`src/rtl/text_line_arbiter.sv`:
```
// rtl/text_line_arbiter.sv - round-robin arbiter merging byte-stream messages into one line-wrapped text output
module text_line_arbiter #(
    parameter int N_REQ           = 4,
    parameter int LINE_LENGTH_MAX = 30,
    parameter int RESUME_ON_ERROR = 0
) (
    input  logic                       clk,
    input  logic                       rst,
    input  logic [N_REQ-1:0]           req_valid,
    input  logic [8*N_REQ-1:0]         req_data,
    input  logic [N_REQ-1:0]           req_last,
    output logic [N_REQ-1:0]           req_ready,
    output logic                       out_valid,
    output logic [7:0]                 out_data,
    input  logic                       out_ready,
    output logic [$clog2(N_REQ)-1:0]   grant_id,
    output logic                       busy,
    output logic                       err_invalid_char,
    output logic [$clog2(N_REQ)-1:0]   err_src,
    output logic                       halted
);
    localparam int GW = $clog2(N_REQ);
    localparam int CW = $clog2(LINE_LENGTH_MAX + 1);
    localparam logic [CW-1:0] COL_MAX = CW'(LINE_LENGTH_MAX);

    typedef enum logic [1:0] {IDLE, PASS, WRAP, HALT} state_t;

    state_t          state, state_n;
    logic            ret_idle, ret_idle_n;
    logic [GW-1:0]   rr_ptr, rr_ptr_n, grant_n, err_src_n, pick_id;
    logic [CW-1:0]   col, col_n, col_upd;
    logic            out_valid_n, err_n, pick_found;
    logic [7:0]      out_data_n, cur_data;
    logic            cur_valid, cur_last, can_load, char_ok;

    assign can_load  = !out_valid || out_ready;
    assign cur_data  = req_data[{grant_id, 3'b000} +: 8];
    assign cur_valid = req_valid[grant_id];
    assign cur_last  = req_last[grant_id];
    assign char_ok   = (cur_data >= 8'h20 && cur_data <= 8'h7E) ||
                       cur_data == 8'h09 || cur_data == 8'h0A;
    assign col_upd   = (cur_data == 8'h0A) ? '0 : col + CW'(1);

    // First requester strictly after rr_ptr, wrapping modulo N_REQ
    always_comb begin
        int j;
        pick_found = 1'b0;
        pick_id    = rr_ptr;
        j          = 0;
        for (int k = 1; k <= N_REQ; k++) begin
            j = (int'(rr_ptr) + k) % N_REQ;
            if (!pick_found && req_valid[j[GW-1:0]]) begin
                pick_found = 1'b1;
                pick_id    = j[GW-1:0];
            end
        end
    end

    always_comb begin
        state_n     = state;
        ret_idle_n  = ret_idle;
        grant_n     = grant_id;
        rr_ptr_n    = rr_ptr;
        col_n       = col;
        err_n       = err_invalid_char;
        err_src_n   = err_src;
        out_data_n  = out_data;
        out_valid_n = out_valid && !out_ready;
        req_ready   = '0;
        case (state)
            IDLE: begin
                if (pick_found) begin
                    grant_n  = pick_id;
                    rr_ptr_n = pick_id;
                    state_n  = PASS;
                end
            end
            PASS: begin
                req_ready[grant_id] = can_load;
                if (cur_valid && can_load) begin
                    if (char_ok) begin
                        out_valid_n = 1'b1;
                        out_data_n  = cur_data;
                        col_n       = col_upd;
                        if (cur_last) begin
                            ret_idle_n = 1'b1;
                            state_n    = (col_upd != '0) ? WRAP : IDLE;
                        end else if (cur_data != 8'h0A && col_upd == COL_MAX) begin
                            ret_idle_n = 1'b0;
                            state_n    = WRAP;
                        end
                    end else begin
                        // Bad character is swallowed; only the first error's source is kept
                        if (!err_invalid_char) begin
                            err_n     = 1'b1;
                            err_src_n = grant_id;
                        end
                        if (RESUME_ON_ERROR == 0) begin
                            state_n = HALT;
                        end else if (cur_last) begin
                            ret_idle_n = 1'b1;
                            state_n    = (col != '0) ? WRAP : IDLE;
                        end
                    end
                end
            end
            WRAP: begin
                if (can_load) begin
                    out_valid_n = 1'b1;
                    out_data_n  = 8'h0A;
                    col_n       = '0;
                    state_n     = ret_idle ? IDLE : PASS;
                end
            end
            HALT: begin
            end
            default: state_n = IDLE;
        endcase
        if (rst) begin
            req_ready = '0;
        end
    end

    always_ff @(posedge clk) begin
        if (rst) begin
            state            <= IDLE;
            ret_idle         <= 1'b0;
            grant_id         <= '0;
            rr_ptr           <= GW'(N_REQ - 1);
            col              <= '0;
            out_valid        <= 1'b0;
            out_data         <= 8'h00;
            err_invalid_char <= 1'b0;
            err_src          <= '0;
        end else begin
            state            <= state_n;
            ret_idle         <= ret_idle_n;
            grant_id         <= grant_n;
            rr_ptr           <= rr_ptr_n;
            col              <= col_n;
            out_valid        <= out_valid_n;
            out_data         <= out_data_n;
            err_invalid_char <= err_n;
            err_src          <= err_src_n;
        end
    end

    assign busy   = (state != IDLE);
    assign halted = (state == HALT);
endmodule

```
`config.mk`:
```
export PLATFORM = sky130hd
export DESIGN_NAME = text_line_arbiter
export DESIGN_NICKNAME = d
export VERILOG_FILES = /design/src/rtl/text_line_arbiter.sv
export SDC_FILE = /design/constraint.sdc
export NUM_CORES = 1
export LEC_CHECK = 0
export ABC_AREA = 1
export CORE_MARGIN = 2
export CORE_UTILIZATION = 30
export CTS_CLUSTER_SIZE = 24
export DETAILED_ROUTE_END_ITERATION = 10
export GPL_TIMING_DRIVEN = 0
export PLACE_DENSITY = 0.6
export SYNTH_ARGS = -nofsm -noshare
export SYNTH_HDL_FRONTEND = slang
export SYNTH_SLANG_ARGS = --single-unit
```
`constraint.sdc`:
```
create_clock -name clk -period 1.8 [get_ports clk]
set_clock_uncertainty 0.15 [all_clocks]
set_input_delay 0.36 -clock clk [delete_from_list [all_inputs] [get_ports clk]]
set_output_delay 0.36 -clock clk [all_outputs]
set_load 0.02 [all_outputs]
```
==> impl_metrics.tcl <==
set metrics [dict create \
    status "complete, but fails checks" \
    violations "negative setup slack" \
    r2r_cells 13 \
    core_sq_um 6756 \
    rrSetupSlack_ns -0.31 \
    power_frac_comb_pct 76.1 \
    cts-htree-levels 1 \
    cts_buffer_depth 2 \
    holdPathStages 2 \
    ys_types 34 \
    vdd_drop_max_uv 700.8 \
    area_growth_pct 82.54 \
    clock-root-buffer "clkbuf_8" \
    grt_setup_unrepaired "yes" \
    path_buf_inv 2 \
    vias_per_cell 4.940 \
    timing.final.crit_period_ns 2.106 \
    cap_violations 0 \
    leakagePower_nw 1.680 \
    fmax_mhz 474.9 \
    regArea_sq_um 498.0 \
    criticalPathCategory "flop to flop" \
    io_buffers 62 \
    worstHoldStart "out_data[7]$_SDFFE_PP0P_" \
    dpl_cell_area_sq_um 2848 \
    clkLatencyLatePin_ns 0.28 \
    dieWidth_microns 87.51 \
    fillers 595 \
    num_vias 2623 \
    p_sw_share_pct 48.58 \
    synth_area_leader_cell "dfxtp_1" \
    highest-signal-layer "met4" \
    crit_path_start_kind "flop" \
    cp_cell_sequence "buf_8, buf_12, nand3_4, nand2_2, nor2_4, nand2_2, nor2_4, nand3_4, nand2_4, nand2_4, nor2_8, nand3_2, a21oi_2" \
    crit_path_end_kind "flop" \
    fin_cells 531 \
    n_antenna_cell 0 \
    fin_nets 500 \
    yosys_warnings 0 \
    p_sw_mw 2.666 \
    dr_wl_met3_microns 318 \
    wl_microns 7380 \
    crit_required_ns 1.86 \
    cts_hold_buf 0 \
    min_path_type "flop to flop" \
    drcViolationCount 0 \
    relSlewSlack_pct 60.35 \
    final_max_slew_viol_count 0 \
    synthTopCellsByArea "dfxtp_1, nand2_1, nand3_1, nor2_1, inv_1" \
    syn_nets 394 \
    clkPwrFrac_pct 8.0 \
    final_cell_area_sq_um 3819 \
    worstMarginPinSlew_ns 0.5947 \
    drt-initial-drc-count 121 \
    hold_end "out_data[7]$_SDFFE_PP0P_" \
    route.antenna.remaining_nets 0 \
    power_density_nw_per_um2 1437 \
    drtPass1Iterations 4 \
    grt_max_degree 15 \
    grt_use_total_pct 17.64 \
    cp_max_fo 7 \
    dp_slack_ns -0.7543 \
    ios 63 \
    critPathTopFamily "simple AND/OR/NAND/NOR gates" \
    hpwl_microns 4791 \
    grt_pass1_wl_microns 10950 \
    clkTransAtPathRegs_ns 0.09 \
    seqPwrFrac_pct 15.9 \
    grt_antenna_before_repair 0 \
    setup_viol 22 \
    final_core_utilization_pct 56.52 \
    rows 30 \
    arrival_ns 2.17 \
    internal-power_mw 2.822 \
    r2r-start "grant_id[0]$_SDFFE_PP0P_" \
    die_h_microns 87.51 \
    grt_pass1_vias 2361 \
    wire_per_inst_microns 13.90 \
    synthesis.area_sq_um 2092 \
    multi_input_area_sq_um 1861 \
    cts_made_buffers 3 \
    synth_cells 346 \
    synth.top_cell.area_share_pct 22.97 \
    rr_endpoint "out_data[6]$_SDFFE_PP0P_" \
    dr_wl_met2_microns 3725 \
    dieArea_sq_um 7657 \
    clock_sinks 24 \
    fin_crit_sh_pct 117.0 \
    gp_routability_congestion 0.8678 \
    cts_tree "built" \
    seq_area_frac_synth_pct 22.97 \
    slowest_stage "dfxtp_4" \
    synth_seq_cells 24 \
    critPathMaxStageDelay_ns 0.38 \
    drive_gt1_share_pct 41.24 \
    wl_met1_microns 3235 \
    worst_slack_ns -0.3056 \
    initial_utilization_pct 30.96 \
    dp_cells 488 \
    hold_viol 0 \
    grt-ovfl-total 0 \
    syn_area_per_cell_sq_um 6.046 \
]
## logic make-up after synthesis
logic type | share of synthesized area (%)
adders and majority gates | 2.990
xor gates and xnor gates | 0.8375
AOI/OAI and AO/OA | 14.00
buffers and inverters | 12.26
and+or+nand+nor | 46.95
DFF | 22.97
## worst max path at each step
stage | from | endpoint | slack, ns | cells after the start
after floorplan | grant_id[1]$_SDFFE_PP0P_ | out_data[3]$_SDFFE_PP0P_ | -0.14 | 13
after global placement | out_ready | req_ready[0] | -0.75 | 6
after detailed placement | out_ready | req_ready[0] | -0.75 | 6
after CTS | grant_id[0]$_SDFFE_PP0P_ | col[1]$_SDFFE_PP0P_ | -0.29 | 13
after global routing | grant_id[1]$_SDFFE_PP0P_ | col[3]$_SDFFE_PP0P_ | -0.41 | 14
final | grant_id[0]$_SDFFE_PP0P_ | out_data[6]$_SDFFE_PP0P_ | -0.31 | 13
## power groups by stage
stage	sequential, mW	clock, mW	combinational (mW)
floorplan	0.883	0	1.83
global placement	0.826	0	2.58
detailed placement	0.829	0	2.60
CTS	0.857	0.437	3.35
global route	0.894	0.466	4.49
finish	0.874	0.437	4.18
## metrics by stage
stage / power, mW / hold WS, ns / TNS, ns
detailed placement: 3.430 / 0.2798 / -14.32
floorplan: 2.715 / 0.2791 / -1.527
global placement: 3.409 / 0.2809 / -13.72
global route: 5.854 / 0.3328 / -7.534
CTS: 4.648 / 0.3040 / -5.165
finish: 5.489 / 0.3140 / -5.412
## repair_timing
item,in CTS,in global routing
endpoints found under the setup margin,30,28
pin swaps,27,41
gates cloned,2,1
setup buffers,23,16
resized for setup,106,98
## cells in the mapped netlist (all sizes together)
library cell / n
a21boi: 1
a21oi: 17
a22o: 1
a22oi: 1
a31oi: 5
a41oi: 1
buf: 12
clkbuf: 4
dfxtp: 24
ha: 5
inv: 33
nand2: 131
nand3: 35
nand4: 5
nor2: 40
nor3: 5
o21a: 1
o21ai: 18
o21bai: 1
o221ai: 1
o311ai: 1
o31ai: 1
o41ai: 1
xnor2: 1
xor2: 1
## layout make-up
class                      count  share of cell area [%]
timing repair buffer         103                   25.82
sequential                    24                   13.04
multi-input combinational    273                   48.72
tap                           80                   2.621
inverter                      33                   3.637
clock buffer                   4                   1.737
buffer                        14                   4.423
## routing by layer
metal,vias up,track usage (%)
met5,-,0
met4,0,2.238
met3,10,1.991
met2,67,30.37
met1,1220,24.36
li1,1326,-
## placed cells by master, fill, tap and decap left out, drive strengths merged, types with 5 or more instances in the layout
| master | n |
|---|---|
| inv | 33 |
| nor3 | 5 |
| buf | 58 |
| clkbuf | 6 |
| a21oi | 17 |
| nor2 | 40 |
| nand3 | 35 |
| nand4 | 5 |
| dlygate4sd2 | 6 |
| dfxtp | 24 |
| o21ai | 18 |
| clkdlybuf4s50 | 47 |
| ha | 5 |
| nand2 | 131 |
| a31oi | 5 |
## flip-flops by register name (all words and copies together) (netlist names)
signal            count
grant_id              2
ret_idle              1
err_invalid_char      1
rr_ptr                2
state                 2
err_src               2
out_valid             1
out_data              8
col                   5
## worst register-to-register path, cell delays in order, from the launching register on
cell     delay [ns]
dfxtp_4        0.38
buf_8          0.15
buf_12         0.14
nand3_4        0.06
nand2_2        0.07
nor2_4         0.14
nand2_2        0.08
nor2_4         0.15
nand3_4        0.11
nand2_4        0.11
nand2_4        0.09
nor2_8         0.16
nand3_2        0.11
a21oi_2        0.15
(Power assumes the default switching activity.)
